--- src/rtl/seq_gen_pkg.sv ---
// Shared defaults and FSM encoding for the serial pattern generator controller.
package seq_gen_pkg;

    localparam int CHAIN_W_DEF = 12;
    localparam int LEN_W_DEF   = 4;
    localparam int REP_W_DEF   = 8;

    typedef enum logic [1:0] {
        S_IDLE = 2'd0,
        S_RUN  = 2'd1,
        S_DONE = 2'd2
    } state_t;

endpackage

--- src/rtl/seq_gen_ctrl.sv ---
// Serialises a latched pattern MSB-first into a shift chain, repeating it
// a programmed number of times (or forever) with abort and done signalling.
module seq_gen_ctrl
    import seq_gen_pkg::*;
#(
    parameter int CHAIN_W = CHAIN_W_DEF,
    parameter int LEN_W   = LEN_W_DEF,
    parameter int REP_W   = REP_W_DEF
) (
    input  logic               clk,
    input  logic               rst,
    input  logic               cfg_valid,
    output logic               cfg_ready,
    input  logic [CHAIN_W-1:0] cfg_pattern,
    input  logic [LEN_W-1:0]   cfg_len,
    input  logic [REP_W-1:0]   cfg_reps,
    input  logic               abort,
    output logic               ser_o,
    output logic               shift_en,
    output logic               busy,
    output logic               done,
    output logic [LEN_W-1:0]   bit_idx,
    output logic [REP_W-1:0]   rep_cnt
);

    // cfg handshake: a configuration transfers on a rising edge where
    // cfg_valid && cfg_ready; cfg_ready is high only in IDLE, so offers made
    // during RUN/DONE simply wait and are never latched early.

    state_t             state;
    logic [CHAIN_W-1:0] pat_q;
    logic [LEN_W-1:0]   len_q;
    logic [REP_W-1:0]   reps_q;

    logic [LEN_W-1:0]   cfg_len_eff;
    logic [LEN_W-1:0]   first_idx;
    logic [LEN_W-1:0]   wrap_idx;
    logic [LEN_W-1:0]   next_idx;
    logic               last_bit;
    logic               last_rep;

    assign cfg_ready = (state == S_IDLE);

    // Length 0 selects the full chain; out-of-range lengths are clamped too.
    always_comb begin
        cfg_len_eff = cfg_len;
        if (cfg_len == '0 || cfg_len > LEN_W'(CHAIN_W))
            cfg_len_eff = LEN_W'(CHAIN_W);
    end

    assign first_idx = cfg_len_eff - LEN_W'(1);
    assign wrap_idx  = len_q - LEN_W'(1);
    assign next_idx  = len_q - bit_idx - LEN_W'(2);
    assign last_bit  = (bit_idx == wrap_idx);
    assign last_rep  = (reps_q != '0) && (rep_cnt == reps_q - REP_W'(1));

    always_ff @(posedge clk or posedge rst) begin
        if (rst) begin
            state    <= S_IDLE;
            pat_q    <= '0;
            len_q    <= '0;
            reps_q   <= '0;
            ser_o    <= 1'b0;
            shift_en <= 1'b0;
            busy     <= 1'b0;
            done     <= 1'b0;
            bit_idx  <= '0;
            rep_cnt  <= '0;
        end else begin
            case (state)
                S_IDLE: begin
                    if (cfg_valid) begin
                        pat_q    <= cfg_pattern;
                        len_q    <= cfg_len_eff;
                        reps_q   <= cfg_reps;
                        bit_idx  <= '0;
                        rep_cnt  <= '0;
                        ser_o    <= cfg_pattern[first_idx];
                        shift_en <= 1'b1;
                        busy     <= 1'b1;
                        state    <= S_RUN;
                    end
                end
                S_RUN: begin
                    // Abort wins even over completion on the final bit.
                    if (abort) begin
                        shift_en <= 1'b0;
                        busy     <= 1'b0;
                        state    <= S_IDLE;
                    end else if (last_bit) begin
                        bit_idx <= '0;
                        rep_cnt <= rep_cnt + REP_W'(1);
                        if (last_rep) begin
                            shift_en <= 1'b0;
                            busy     <= 1'b0;
                            done     <= 1'b1;
                            state    <= S_DONE;
                        end else begin
                            ser_o <= pat_q[wrap_idx];
                        end
                    end else begin
                        bit_idx <= bit_idx + LEN_W'(1);
                        ser_o   <= pat_q[next_idx];
                    end
                end
                S_DONE: begin
                    done  <= 1'b0;
                    state <= S_IDLE;
                end
                default: begin
                    state    <= S_IDLE;
                    shift_en <= 1'b0;
                    busy     <= 1'b0;
                    done     <= 1'b0;
                end
            endcase
        end
    end

endmodule

--- config.mk ---
export PLATFORM = sky130hd
export DESIGN_NAME = seq_gen_ctrl
export DESIGN_NICKNAME = d
export VERILOG_FILES = /design/src/rtl/seq_gen_pkg.sv /design/src/rtl/seq_gen_ctrl.sv
export SDC_FILE = /design/constraint.sdc
export NUM_CORES = 1
export LEC_CHECK = 0
export ABC_AREA = 1
export BUFFER_PORTS_ARGS = -buffer_cell sky130_fd_sc_hd__buf_2
export CAP_MARGIN = 40
export CORE_MARGIN = 2
export CORE_UTILIZATION = 52
export DETAILED_ROUTE_END_ITERATION = 10
export PLACE_DENSITY_LB_ADDON = 0.15
export SETUP_SLACK_MARGIN = 0.2
export SKIP_LAST_GASP = 1
export SLEW_MARGIN = 25
export SYNTH_ARGS = -nofsm -noshare
export SYNTH_HDL_FRONTEND = slang
export SYNTH_SLANG_ARGS = --single-unit
--- constraint.sdc ---
create_clock -name clk -period 2.2 [get_ports clk]
set_input_delay 0.33 -clock clk [delete_from_list [all_inputs] [get_ports clk]]
set_output_delay 0.33 -clock clk [all_outputs]
set_load 0.02 [all_outputs]
# Word level (Yosys, flattened, before mapping)
# Cells that the tools add are included.
op_classes:
  muxes: 34
  n_reduce_logical: 13
  magnitude_cmp: 4
  n_eq_ne: 11
  n_addsub: 7
  bitwise: 2
ops:
  columns: ["operator", "n"]
  rows:
  - ["$mux W8", 3]
  - ["$mux W4", 4]
  - ["$pmux W8 S2", 1]
  - ["$reduce_and A4 Y1", 4]
  - ["$lt A4 B5 Y1 const B", 3]
  - ["$mux W1", 14]
  - ["$bmux W1 S4", 3]
  - ["$ne A3 B3 Y1 const B", 3]
  - ["$add A8 B1 Y8 const B", 1]
  - ["$eq A8 B8 Y1", 1]
  - ["$mux W2", 4]
  - ["$ne A2 B2 Y1 const B", 4]
  - ["$pmux W4 S2", 1]
  - ["$reduce_bool A8 Y1", 1]
  - ["$sub A4 B1 Y4 const B", 2]
  - ["$sub A8 B1 Y8 const B", 1]
  - ["$reduce_and A3 Y1", 2]
  - ["$add A4 B1 Y4 const B", 1]
  - ["$eq A4 B4 Y1", 1]
  - ["$gt A4 B4 Y1 const B", 1]
  - ["$logic_not A4 Y1", 1]
  - ["$pmux W1 S2", 2]
  - ["$pmux W2 S2", 1]
  - ["$sub A4 B2 Y4 const B", 1]
  - ["10 further kinds", 11]
totals:
  elab_cells: 80
  output_inout_bits: 17
  ff_bits: 41

# Longest topological paths before layout
depth:
  word_depth: 8
  ltp_mapped: 19
  depth_no_buf: 18

# Worst setup path after synthesis
# No wires, ideal clock.
synth_path:
  path_type: "reg-to-reg"
  from: "reg bit_idx[1]"
  to: "reg ser_o"
  setup_slack_ps: -39
  setup_time_ps: 117
  t_required_ps: 2083
  stages_incl_launch_ff: 17
  t_arrival_ps: 2122
  path_cell_list: "dfrtp_1 -> ha_1 -> inv_1 -> ha_1 -> fa_1 -> nand2_1 -> inv_1 -> o21ai_0 -> nand2_1 -> nand3_1 -> nand2_1 -> nand2_1 -> nand2_1 -> nand2_1 -> nand2_1 -> nand2_1 -> nand2_1"
synth_via:
  elab_chain_cells: 7
synth_rtl:
  columns: ["item", "line", "text"]
  rows:
  - ["start, declared", "seq_gen_ctrl.sv:22", "output logic [LEN_W-1:0] bit_idx,"]
  - ["start signal, assigned", "seq_gen_ctrl.sv:102", "bit_idx <= bit_idx + LEN_W'(1);"]
  - ["$sub A4 B4 Y4", "seq_gen_ctrl.sv:53", "assign next_idx = len_q - bit_idx - LEN_W'(2);"]
  - ["$sub A4 B2 Y4", "seq_gen_ctrl.sv:53", null]
  - ["$bmux W1 S4", "seq_gen_ctrl.sv:103", "ser_o <= pat_q[next_idx];"]
  - ["$mux W1 (not written as such)", "seq_gen_ctrl.sv:103", null]
  - ["$mux W1", "seq_gen_ctrl.sv:90", "end else if (last_bit) begin"]
  - ["$mux W1", "seq_gen_ctrl.sv:86", "if (abort) begin"]
  - ["$pmux W1 S2", "seq_gen_ctrl.sv:70", "case (state)"]
  - ["end signal, assigned", "seq_gen_ctrl.sv:78", "ser_o <= cfg_pattern[first_idx];"]
  - ["end signal, assigned", "seq_gen_ctrl.sv:99", "ser_o <= pat_q[wrap_idx];"]
  - ["end signal, assigned", "seq_gen_ctrl.sv:103", null]
  - ["end, declared", "seq_gen_ctrl.sv:18", "output logic ser_o,"]
# Parallel ways exist; a longest one is shown, timed or not. The select of a mux whose other input is x is not followed.
# A chain may end at the register's enable or synchronous reset.

# Worst setup path after layout
# Ends and elaborated chain as after synthesis.

==> impl_metrics.yaml <==
run_status:
  outcome: "finished, final reports clean"
cells_and_area:
  finish.utilization_pct: 62.4
  final_layout_size_suffix_gt1_share_pct: 24.0
  multiInputGateArea_um2: 1600
  finalNetCount: 504
  ff_latch_area_um2: 1030
  antenna_cells: 0
  area.growth.synth_to_final_pct: 16.8
  layout.filler_cells: 535
detailed_routing:
  wl_per_cell_um: 12.6
  route.vias.total: 2723
  ant_nets: 0
  drt_first_pass_iters: 4
  routed_via_density: 5.05
  post-route-drc-count: 0
  detailedRoute.firstIterationViolations: 137
  detail_route.wirelength_um: 6770
timing:
  layout_min_cycle_time_ps: 2070
  max_clock_freq_ghz: 0.482
  finalHoldViolCount: 0
  timing_worst_slew_pin_value_ps: 523
  setup_repair_after_global_routing_missed_its_margin: "yes"
  final_worst_path_period_share_pct: 94.3
  maxSlewHeadroom_pct: 65.1
  final.hold.worst_slack_ps: 148
  slew_violations: 0
  setup_violations: 0
  worst_clock_skew_ps: 8.40
logic_synthesis:
  synth_area_leaders: "sky130_fd_sc_hd__dfrtp_1 (35%), sky130_fd_sc_hd__nand2_1 (17%), sky130_fd_sc_hd__inv_1 (7.8%), sky130_fd_sc_hd__nand3_1 (6.2%), sky130_fd_sc_hd__o21ai_0 (5.0%)"
  dominantRegCellSynth: "sky130_fd_sc_hd__dfrtp_1"
  synth_top_cell_by_area: "sky130_fd_sc_hd__dfrtp_1"
  synth_top_area_share_pct: 35.3
  number_of_synthesized_flops_with_an_enable_pin: 0
  asyncSetResetFlopFracSynth_pct: 100
  seq_total_area_yosys_pct: 35.3
  synth.cell_area_um2: 2900
  synthTopCellsByCount: "sky130_fd_sc_hd__nand2_1 (128), sky130_fd_sc_hd__inv_1 (60), sky130_fd_sc_hd__dfrtp_1 (41)"
  synth_nets: 450
  post_synth_inst_count: 412
  synth-seq-cells: 41
  synthDistinctLibCells: 32
  synth_most_common_cell: "sky130_fd_sc_hd__nand2_1"
  synth.yosys.warnings: 0
  synthesis.area_per_instance_um2: 7.05
setup_path:
  worstPathMaxFanout: 2
  worstSetupPathType: "reg2reg"
  crit_required_ps: 2440
  critPathLaunch: "bit_idx[1]"
  critical_path.reg2reg.startpoint: "bit_idx[1]"
  worst_path_most_repeated_cell: "sky130_fd_sc_hd__nand2_1"
  path_cells: "ha_4 > inv_2 > ha_4 > fa_2 > nand2_2 > inv_2 > nor2_1 > nand2_1 > nand2_1 > nand3_1 > nand2_1 > nand2_1 > nand2_1 > nand2_1 > nand2_1 > nand2_1 > nand2_1"
  worstSetupStartpointType: "flop"
  arrival_ps: 2310
  slowest_stage: "sky130_fd_sc_hd__dfrtp_2"
  endpoint_kind: "flop"
  critical_path.max_stage_delay_ps: 430
global_route:
  grt_pass1_vias: 2556
  gr-total-overflow: 0
  global_route.usage.total_pct: 23.6
  grt_max_degree: 42
  initial_antenna_violation_count: 0
  grt_pass1_wl_um: 11600
place:
  dp.final_hpwl_um: 5230
  numPortBuffers: 44
  place.gp.congestion: 0.867
clocking:
  cts.sinks: 41
  cts_made_buffers: 5
  clock_tree.buffer_depth: 2
  clockRootBuffer: "sky130_fd_sc_hd__clkbuf_8"
  clkSlewWorstSetupHoldPaths_ps: 90
  cts_hold_repair.buffers: 0
  clk-insertion-delay-late_ps: 290
  cts_tree: "built"
  cts.htree.levels: 2
floorplan:
  core_area_um2: 5440
  dieHeight_um: 78.7
  die_area_um2: 6200
  floorplan.rows: 27
  start_util_pct: 53.4
  die_w_um: 78.7
  num_io_pins: 45
power_and_ir_drop:
  clkPwrFrac_pct: 14.7
  power_density_nw_per_um2: 1010
  sequential_fraction_of_design_power_pct: 30.6
  worst_vdd_drop_uv: 475
  design_power_total_w: 0.00344
  p_sw_w: 0.00158
  internal-power_w: 0.00186
  fraction_of_power_spent_switching_nets_pct: 45.9
  p_leak_nw: 1.85
  power.combinational.fraction_pct: 54.7
job:
  max-cap-violations: 0
min_path:
  holdCritPathClass: "in2async"
==> final timing paths <==
check	endpoint	slack, ps	cells past startpoint
min in group clk	reps_q[5]	220	3
max in group asynchronous	bit_idx[1]	1660	3
worst min-delay path	busy	150	3
worst max register to register	ser_o	130	17
worst min register to register	pat_q[1]	500	2
worst max-delay path	ser_o	130	17
==> repair_timing <==
item,in CTS,in global routing
pin swaps,9,0
buffers inserted,1,0
cloned,0,0
gates resized for setup,4,4
setup endpoints to repair,7,15
==> sequential cells by signal (all words and copies together) (netlist names), 2 cells and up <==
| signal | cells |
|---|---|
| reps_q | 8 |
| state | 2 |
| rep_cnt | 8 |
| len_q | 4 |
| pat_q | 12 |
| bit_idx | 4 |
==> cell type report <==
| class | count | area share (%) |
|---|---|---|
| clock buffers | 5 | 2.03 |
| inverters | 69 | 8.00 |
| multi-input cells | 292 | 47.2 |
| repair buffers | 57 | 9.37 |
| clock inverters | 3 | 0.516 |
| flip-flops and latches | 41 | 30.3 |
| well taps | 72 | 2.65 |
==> power groups by stage <==
stage	Clock, W	Combinational [W]	Sequential, W
after floorplan	0	0.00131	0.00112
final	0.000505	0.00188	0.00105
after CTS	0.000512	0.00184	0.00105
after detailed placement	0	0.00180	0.00106
after global routing	0.000548	0.00215	0.00108
after global placement	0	0.00174	0.00105
==> worst max-delay path: cells and delay by family (launching register included) <==
| kind | cells | cell delay, ps |
|---|---|---|
| DFF | 1 | 430 |
| adders and majority gates | 3 | 750 |
| buffers and inverters | 2 | 70 |
| and+or+nand+nor | 12 | 760 |
==> cell usage in the layout, fill, tap and decap left out, types with 2 or more instances in the layout <==
cell,n
sky130_fd_sc_hd__xor2_1,10
sky130_fd_sc_hd__o211ai_1,3
sky130_fd_sc_hd__clkinv_2,2
sky130_fd_sc_hd__buf_4,13
sky130_fd_sc_hd__nor3_1,2
sky130_fd_sc_hd__o21ai_1,3
sky130_fd_sc_hd__nand4_1,7
sky130_fd_sc_hd__clkbuf_8,5
sky130_fd_sc_hd__a21oi_1,4
sky130_fd_sc_hd__xnor2_1,3
sky130_fd_sc_hd__nand2_1,127
sky130_fd_sc_hd__nand2_2,12
sky130_fd_sc_hd__o31ai_2,5
sky130_fd_sc_hd__inv_1,57
sky130_fd_sc_hd__o21ai_0,28
sky130_fd_sc_hd__ha_4,4
sky130_fd_sc_hd__nand2_4,2
sky130_fd_sc_hd__inv_2,9
sky130_fd_sc_hd__clkinv_4,2
sky130_fd_sc_hd__nor2_1,23
sky130_fd_sc_hd__ha_1,5
sky130_fd_sc_hd__nand3b_1,4
sky130_fd_sc_hd__nor2_4,3
sky130_fd_sc_hd__buf_2,44
sky130_fd_sc_hd__nand3_1,36
sky130_fd_sc_hd__nor2_2,4
sky130_fd_sc_hd__dfrtp_1,40
==> metal layers <==
| metal | GRT usage, % | part of all wire (%) | up-vias |
|---|---|---|---|
| met2 | 37.1 | 45 | 63 |
| li1 | - | - | 1396 |
| met5 | 0 | 0 | - |
| met1 | 33.4 | 49 | 1252 |
| met3 | 3.98 | 4.0 | 12 |
| met4 | 7.19 | 1.7 | 0 |
==> cell families after synthesis <==
kind of cell | count (synthesis) | synth area share (%)
DFF | 41 | 35.3
and+or+nand+nor | 223 | 34.9
AOI/OAI and AO/OA | 46 | 9.65
adders and majority gates | 10 | 4.57
buffers and inverters | 79 | 11.7
xor gates and xnor gates | 13 | 3.92
==> stage by stage <==
stage	setup WS, ps	cell area (um^2)	std cells	setup TNS (ps)
5_1_grt	-53.3	3390	539	-53.3
3_3_place_gp	180	3270	530	0
6_report	126	3390	539	0
2_1_floorplan	131	2930	412	0
3_5_place_dp	81.4	3270	530	0
4_1_cts	139	3370	539	0
(Power assumes the default switching activity.)
